$ cat config.mk
export PLATFORM = sky130hd
export DESIGN_NAME = exec_controller
export DESIGN_NICKNAME = d
export VERILOG_FILES = /design/src/rtl/exec_controller.sv
export SDC_FILE = /design/constraint.sdc
export NUM_CORES = 1
export LEC_CHECK = 0
export ABC_CLOCK_PERIOD_IN_PS = 2800
export BUFFER_PORTS_ARGS = -buffer_cell sky130_fd_sc_hd__buf_2
export CAP_MARGIN = 20
export CORE_AREA = 4 4 73 75
export DETAILED_ROUTE_END_ITERATION = 6
export DIE_AREA = 0 0 77 79
export GPL_TIMING_DRIVEN = 0
export PLACE_DENSITY = 0.63
export SYNTH_ARGS = -nofsm -noshare
export SYNTH_HDL_FRONTEND = slang
export SYNTH_SLANG_ARGS = --single-unit
$ cat constraint.sdc
create_clock -name i_clock -period 2.8 [get_ports i_clock]
set_clock_uncertainty 0.15 [all_clocks]
set_input_delay 0.14 -clock i_clock [delete_from_list [all_inputs] [get_ports i_clock]]
set_output_delay 0.14 -clock i_clock [all_outputs]
set_load 0.02 [all_outputs]
$ cat src/rtl/exec_controller.sv
// exec_controller: run/step/drain control for a simple pipelined core.
//
// The controller gates the pipeline through o_valid. A run command keeps the
// pipeline flowing until the fetch stage reports a HALT opcode. After that the
// pipeline drains for PIPE_DEPTH-1 more cycles, o_done pulses and the sticky
// halted flag is set. Step commands advance the pipeline one cycle at a time.
// A HALT seen while stepping is remembered, and the drain is then counted
// down by the following steps.
//
// Ports
//   i_clock         clock; every state update happens on the rising edge
//   i_reset         synchronous, active-high reset
//   i_cmd_run       pulse: start continuous execution (IDLE, not halted)
//   i_cmd_step      pulse: execute one pipeline cycle (IDLE, not halted)
//   i_cmd_abort     pulse: return to IDLE from any state, no o_done
//   i_cmd_clear     pulse: clear halted flag and cycle counter (IDLE only)
//   i_halt_fetched  fetch stage holds HALT; looked at only in RUN and STEP
//   o_valid         pipeline enable (RUN, STEP, DRAIN)
//   o_busy          controller busy (RUN, STEP, DRAIN)
//   o_done          one-cycle pulse in DONE
//   o_halted        sticky program-finished flag
//   o_cycle_count   saturating count of cycles with o_valid=1
//   o_state         IDLE=0, RUN=1, STEP=2, DRAIN=3, DONE=4
//
// Handshake: there is no valid/ready pair here. Commands are single-cycle
// pulses that are acted on at the rising edge where they are high, and
// o_valid is a pure function of the current state with no added latency.
module exec_controller #(
  parameter int NB_DATA    = 32,
  parameter int PIPE_DEPTH = 5
) (
  input  logic               i_clock,
  input  logic               i_reset,
  input  logic               i_cmd_run,
  input  logic               i_cmd_step,
  input  logic               i_cmd_abort,
  input  logic               i_cmd_clear,
  input  logic               i_halt_fetched,
  output logic               o_valid,
  output logic               o_busy,
  output logic               o_done,
  output logic               o_halted,
  output logic [NB_DATA-1:0] o_cycle_count,
  output logic [2:0]         o_state
);

  typedef enum logic [2:0] {
    S_IDLE  = 3'd0,
    S_RUN   = 3'd1,
    S_STEP  = 3'd2,
    S_DRAIN = 3'd3,
    S_DONE  = 3'd4
  } state_t;

  // Wide enough to hold PIPE_DEPTH-1.
  localparam int CW = (PIPE_DEPTH > 1) ? $clog2(PIPE_DEPTH) : 1;
  localparam logic [CW-1:0]      DRAIN_LOAD = CW'(PIPE_DEPTH - 1);
  localparam logic [NB_DATA-1:0] CNT_MAX    = '1;

  state_t             state_q, state_d;
  logic [CW-1:0]      drain_cnt_q, drain_cnt_d;
  logic               pend_q, pend_d;      // step-mode drain in progress
  logic               halted_q, halted_d;
  logic [NB_DATA-1:0] cycles_q, cycles_d;
  logic               valid;

  assign valid = (state_q == S_RUN) || (state_q == S_STEP) || (state_q == S_DRAIN);

  always_comb begin
    state_d     = state_q;
    drain_cnt_d = drain_cnt_q;
    pend_d      = pend_q;
    halted_d    = halted_q;
    cycles_d    = cycles_q;

    // The cycle in which abort arrives is still a valid cycle and is counted.
    if (valid && (cycles_q != CNT_MAX)) begin
      cycles_d = cycles_q + 1'b1;
    end

    if (i_cmd_abort) begin
      state_d     = S_IDLE;
      drain_cnt_d = '0;
      pend_d      = 1'b0;
    end else begin
      case (state_q)
        S_IDLE: begin
          if (i_cmd_clear) begin
            halted_d = 1'b0;
            cycles_d = '0;
            pend_d   = 1'b0;
          end else if (i_cmd_run && !halted_q) begin
            state_d = S_RUN;
          end else if (i_cmd_step && !halted_q) begin
            state_d = S_STEP;
          end
        end
        S_RUN: begin
          if (i_halt_fetched) begin
            if (PIPE_DEPTH == 1) begin
              state_d = S_DONE;
            end else begin
              state_d     = S_DRAIN;
              drain_cnt_d = DRAIN_LOAD;
            end
          end
        end
        S_STEP: begin
          state_d = S_IDLE;
          if (pend_q) begin
            // Once HALT has been seen, steps only count the drain down.
            if (drain_cnt_q <= 1) begin
              state_d     = S_DONE;
              pend_d      = 1'b0;
              drain_cnt_d = '0;
            end else begin
              drain_cnt_d = drain_cnt_q - 1'b1;
            end
          end else if (i_halt_fetched) begin
            if (PIPE_DEPTH == 1) begin
              state_d = S_DONE;
            end else begin
              pend_d      = 1'b1;
              drain_cnt_d = DRAIN_LOAD;
            end
          end
        end
        S_DRAIN: begin
          if (drain_cnt_q <= 1) begin
            state_d     = S_DONE;
            drain_cnt_d = '0;
          end else begin
            drain_cnt_d = drain_cnt_q - 1'b1;
          end
        end
        S_DONE: begin
          state_d = S_IDLE;
        end
        default: begin
          state_d = S_IDLE;
        end
      endcase
    end

    // Halted becomes visible in the same cycle as o_done.
    if (state_d == S_DONE) begin
      halted_d = 1'b1;
    end
  end

  always_ff @(posedge i_clock) begin
    if (i_reset) begin
      state_q     <= S_IDLE;
      drain_cnt_q <= '0;
      pend_q      <= 1'b0;
      halted_q    <= 1'b0;
      cycles_q    <= '0;
    end else begin
      state_q     <= state_d;
      drain_cnt_q <= drain_cnt_d;
      pend_q      <= pend_d;
      halted_q    <= halted_d;
      cycles_q    <= cycles_d;
    end
  end

  assign o_valid       = valid;
  assign o_busy        = valid;
  assign o_done        = (state_q == S_DONE);
  assign o_halted      = halted_q;
  assign o_cycle_count = cycles_q;
  assign o_state       = state_q;

endmodule

==> results of run 1 <==
## sequential cells by signal, summed over array words and instances, names as in the netlist
register and count:
drain_cnt_q 3, o_cycle_count 32, o_halted 1, o_state 3, pend_q 1
## worst reg2reg max path, cell delays in order (launching register included)
cell	delay, ns
dfxtp_1	0.35
clkbuf_1	0.21
or4b_2	0.70
nor2_1	0.13
or2_2	0.12
clkbuf_1	0.42
buf_2	0.34
a21oi_1	0.06
## final timing paths
| kind | cells after the start | endpoint | startpoint | slack [ns] |
|---|---|---|---|---|
| worst min register to register | 2 | o_cycle_count[15] | o_cycle_count[15] | 0.35 |
| worst max register to register | 7 | o_cycle_count[30] | o_state[0] | 0.21 |
| worst max-delay path | 7 | o_cycle_count[30] | o_state[0] | 0.21 |
| worst min-delay path | 4 | o_state[1] | i_cmd_clear | 0.02 |
## metal layers
metal / vias up / global-route usage, % / part of all wire (%)
met3: 11 / 4.422 / 3.6
met4: 0 / 7.651 / 2.4
met5: - / 0 / 0
met2: 47 / 31.53 / 47
met1: 1020 / 22.95 / 47
li1: 1064 / - / -
## final cells by class
type                    count  share of cell area [%]
plain buffers              13                   2.850
clock buffers               7                   3.850
repair buffers             49                   10.60
multi-input cells         197                   47.40
flip-flops and latches     40                   32.00
well taps                  54                   2.700
inverters                   4                  0.6000
## cell families after synthesis
family	Yosys count	share of synthesized area [%]
flip-flops	40	38.72
XOR/XNOR	8	3.388
buffers and inverters	17	4.174
AND/OR/NAND/NOR	117	30.01
multiplexers	1	0.4840
adder cells (fa/ha/maj)	3	1.815
AO/OA/AOI/OAI	68	21.42
## power breakdown
group | internal [mW] | switching (mW)
combinational | 0.0207 | 0.0376
sequential | 0.570 | 0.00210
clock | 0.220 | 0.198
## timing repair
action | in CTS | in global routing
hold buffers | 4 | 0
buffers inserted | 0 | 0
endpoints found under the hold margin | 3 | 0
gates resized for setup | 0 | 1
setup endpoints to repair | 0 | 1
## stage by stage
step | instance area, µm² | setup slack (ns) | utilization [%]
finish | 2502 | 0.2086 | 53.69
detailed placement | 2361 | 0.2164 | 50.66
global placement | 2361 | 0.2124 | 50.66
floorplan | 2068 | 0.4269 | -
CTS | 2497 | 0.2042 | 53.58
global route | 2502 | 0.03594 | 53.69
## synthesized netlist by cell type (2+ instances only)
master,number
a41oi_1,2
o31ai_1,4
xnor2_1,3
o31a_1,2
and3_1,5
inv_1,4
xor2_1,5
nor2b_1,2
a21oi_1,20
buf_2,6
o211ai_1,3
nand3_1,13
o21a_1,3
nand2_1,22
or4_1,8
nor3_1,6
nand4_1,8
a31oi_1,3
or2_2,3
nor4_1,5
a311oi_1,4
ha_1,3
a21boi_0,2
buf_4,2
nor4b_1,2
or3_1,13
o21ai_0,16
clkbuf_1,4
dfxtp_1,40
nor2_1,24
==> flow_summary.yaml, run 1 <==
final_layout:
  finalNonFillerCells: 364
  nets: 320
  final.fill_count: 469
  multi_input_area_um2: 1186
  final_common_cell: "buf_2"
  area.growth.synth_to_final_pct: 20.99
  final_cell_mix: "51 x buf_2, 40 x dfxtp_1, 24 x nor2_1"
  n_antenna_cell: 0
  drive_gt1_share_pct: 21.61
  register_area_um2: 800.8
logic_synthesis:
  synth_seq_cells: 40
  synth_area_leaders: "dfxtp_1 39%, a21oi_1 4.8%, nor2_1 4.4%"
  ys_seq_area_share_pct: 38.72
  synth_nets: 264
  synth.distinct_cells: 47
  yosys_warnings: 0
  yosysTopAreaCellShare_pct: 38.72
  syn_area_um2: 2068
  ys.flop_type: "dfxtp_1"
  yosysTopAreaCell: "dfxtp_1"
  synth_area_per_cell_um2: 8.143
  async_flop_share_pct: 0
  synth-edff-count: 0
  postSynthCellCount: 254
clock_network:
  cts_buffers: 5
  clkTransAtPathRegs_ns: 0.08
  clk_path_buf_depth: 2
  clock_latency_ns: 0.29
  clkSinkCount: 40
  cts_max_level: 2
  cts_tree: "done"
  clock-root-buffer: "clkbuf_8"
grt:
  antenna_found_initial: 0
  grtUsageTotal_pct: 18.69
  grt_pass1_wl_mm: 9.087
  grt_max_degree: 12
  grt_pass1_vias: 1974
  grt_overflow: 0
routing:
  ant_nets: 0
  first_pass_iters: 5
  drt_iter0_drc: 119
  avgRoutedWirePerCell_um: 14.80
  drt_wl_total_mm: 5.389
  vias_per_cell: 5.885
  drc: 0
  vias: 2142
critical_path:
  worstPathMaxFanout: 10
  start_kind: "flop"
  cp-end-kind: "flop"
  crit_type: "reg2reg"
  path_cells: "clkbuf_1 -> or4b_2 -> nor2_1 -> or2_2 -> clkbuf_1 -> buf_2 -> a21oi_1"
  crit_top_cell: "clkbuf_1"
  crit_required_ns: 2.82
  max_stage_delay_ns: 0.70
  path_delay_family: "buffers and inverters"
  path_buf_inv: 3
  arrival_ns: 2.62
  slowest_stage: "or4b_2"
sta:
  fin_crit_sh_pct: 92.55
  whs_ns: 0.01870
  finalMaxSlewViolations: 0
  worst_pin_slew_ns: 0.6556
  tns_ns: 0
  fmax_mhz: 385.9
  rsz0062_at_grt: "false"
  hold_viol: 0
  relSlewSlack_pct: 56.13
  period_minus_slack_ns: 2.591
  finalSetupViolCount: 0
place:
  dp.cells: 353
  dp_hpwl_mm: 3.931
  globalplace.congestion: 0.8365
  numPortBuffers: 45
run:
  cap_violations: 0
power_and_ir_drop:
  ir_drop_mv: 0.2740
  power_mw: 1.048
  p_leak_nw: 0.9544
  power_density_nw_per_um2: 418.9
floorplan:
  die_height_um: 79
  rows: 25
  dieWidth_um: 77
  start_util_pct: 44.38
  core_area_um2: 4661
  pin_count: 46
  die_area_um2: 6083
outcome:
  status: "finished clean"
worst_hold_path:
  hold_path.class: "in2reg"
Note: power is estimated with default switching activity, not from simulation.
==> run 2, diff against run 1 <==
--- a/config.mk
+++ b/config.mk
@@ -8,11 +8,13 @@
 export ABC_CLOCK_PERIOD_IN_PS = 2800
 export BUFFER_PORTS_ARGS = -buffer_cell sky130_fd_sc_hd__buf_2
 export CAP_MARGIN = 20
-export CORE_AREA = 4 4 73 75
+export CORE_AREA = 4 4 77 72
+export CTS_CLUSTER_SIZE = 20
 export DETAILED_ROUTE_END_ITERATION = 6
-export DIE_AREA = 0 0 77 79
+export DIE_AREA = 0 0 81 76
 export GPL_TIMING_DRIVEN = 0
-export PLACE_DENSITY = 0.63
+export HOLD_SLACK_MARGIN = 0.08
+export PLACE_DENSITY = 0.62
 export SYNTH_ARGS = -nofsm -noshare
 export SYNTH_HDL_FRONTEND = slang
 export SYNTH_SLANG_ARGS = --single-unit
==> run 2 against run 1 <==
Sequential share of layout area fell by 0.72 points. Sequential power barely moved. Worst setup slack gained 0.067 ns. Non-clock buffer count is 5 higher. Cell count rose by 4.7%. Fmax rose by 2.6%. Clock power decreased by 6.2%. Power decreased by 2.1%. Count of clock-buffer cells in the layout rose by 1. Critical endpoint is now o_cycle_count[25]. Largest cell class unchanged.
==> flow_summary.yaml, run 2 (synthesis gave the netlist of run 1 again) <==
outcome:
  status: "finished clean"
floorplan:
  rows: 24
  core_area_um2: 4745
  start_util_pct: 43.59
  pin_count: 46
  dieWidth_um: 81
  die_area_um2: 6156
  die_height_um: 76
place:
  globalplace.congestion: 0.8486
  numPortBuffers: 45
  dp_hpwl_mm: 3.841
routing:
  vias: 2116
  drc: 0
  first_pass_iters: 4
  vias_per_cell: 5.554
  drt_iter0_drc: 103
  avgRoutedWirePerCell_um: 14.01
  ant_nets: 0
  drt_wl_total_mm: 5.337
power_and_ir_drop:
  power_mw: 1.026
  p_leak_nw: 0.9733
  ir_drop_mv: 0.1918
  power_density_nw_per_um2: 400.7
sta:
  hold_viol: 0
  finalMaxSlewViolations: 0
  fin_crit_sh_pct: 90.17
  finalSetupViolCount: 0
  tns_ns: 0
  fmax_mhz: 396.1
  worst_pin_slew_ns: 0.5750
  rsz0062_at_grt: "false"
  relSlewSlack_pct: 61.31
  period_minus_slack_ns: 2.525
clock_network:
  clock_latency_ns: 0.29
  clock-root-buffer: "clkbuf_8"
  cts_max_level: 2
  cts_buffers: 5
  cts_tree: "done"
  clk_path_buf_depth: 2
  clkSinkCount: 40
  post_cts_buffers: 0
  clkTransAtPathRegs_ns: 0.07
final_layout:
  final_common_cell: "buf_2"
  area.growth.synth_to_final_pct: 23.78
  register_area_um2: 800.8
  multi_input_area_um2: 1186
  drive_gt1_share_pct: 20.89
  final.fill_count: 503
  n_antenna_cell: 0
  final_cell_mix: "51 x buf_2, 40 x dfxtp_1, 24 x nor2_1"
  nets: 325
  largest_register_ffs: 32
critical_path:
  crit_required_ns: 2.82
  arrival_ns: 2.55
  start_kind: "flop"
  worstPathMaxFanout: 10
  crit_type: "reg2reg"
  cp-end-kind: "flop"
grt:
  antenna_found_initial: 0
  grt_pass1_wl_mm: 8.818
  grtUsageTotal_pct: 17.76
  grt_max_degree: 12
  grt_overflow: 0
  grt_pass1_vias: 1876
run:
  cap_violations: 0
worst_hold_path:
  hold_path.class: "in2reg"
run 2: changes by cell type in the layout (fill, tap and decap cells not counted):
cell | previous run | this run
dlygate4sd3_1 | 4 | 9
clkbuf_8 | 7 | 6
clkbuf_1 | 4 | 6
run 2: critical path, cell delays in order (launching register included):
cell      delay (ns)
dfxtp_1         0.35
clkbuf_1        0.21
or4b_2          0.69
nor2_1          0.13
or2_2           0.12
clkbuf_1        0.36
buf_2           0.32
a21oi_1         0.07
run 2: stage by stage:
step	hold WS (ns)	instance area, µm²	instances	util [%]	setup slack [ns]
detailed placement	0.2013	2375	364	50.05	0.2005
CTS	0.2998	2555	381	53.85	0.1632
global route	0.3566	2560	381	53.96	0.02031
finish	0.2933	2560	381	53.96	0.2752
global placement	0.2014	2375	364	50.05	0.2257
floorplan	0.06214	2068	254	-	0.4269
run 2: power breakdown:
group,internal [mW],leakage (nW),switching [mW]
Combinational,0.0243,0.606,0.0368
Sequential,0.570,0.322,0.00215
Clock,0.201,0.0455,0.191
run 2: path summary, 6_finish.rpt:
| kind | from | end | slack [ns] | depth (start not counted) |
|---|---|---|---|---|
| setup / recovery | o_state[0] | o_cycle_count[25] | 0.28 | 7 |
| hold reg to reg | drain_cnt_q[2] | o_state[2] | 0.35 | 1 |
| setup reg to reg | o_state[0] | o_cycle_count[25] | 0.28 | 7 |
| hold / removal | i_cmd_clear | pend_q | 0.29 | 4 |
run 2: final cells by class:
cell class / count / area share (%)
timing repair buffer: 54 / 12.32
sequential: 40 / 31.28
tap: 65 / 3.177
multi-input combinational: 197 / 46.33
clock buffer: 8 / 3.519
buffer: 13 / 2.786
inverter: 4 / 0.5865
run 2: repair_timing:
item	CTS	global route
endpoints found under the hold margin	6	0
setup endpoints to repair	0	2
hold buffers	9	0
resized for setup	0	1
run 2: layer usage:
| layer | vias to the layer above | share of wire [%] | GRT usage [%] |
|---|---|---|---|
| met2 | 43 | 42 | 24.14 |
| met3 | 7 | 4.5 | 4.137 |
| met5 | - | 0 | 0 |
| li1 | 1076 | - | - |
| met1 | 990 | 53 | 27.21 |
| met4 | 0 | 1.1 | 5.574 |
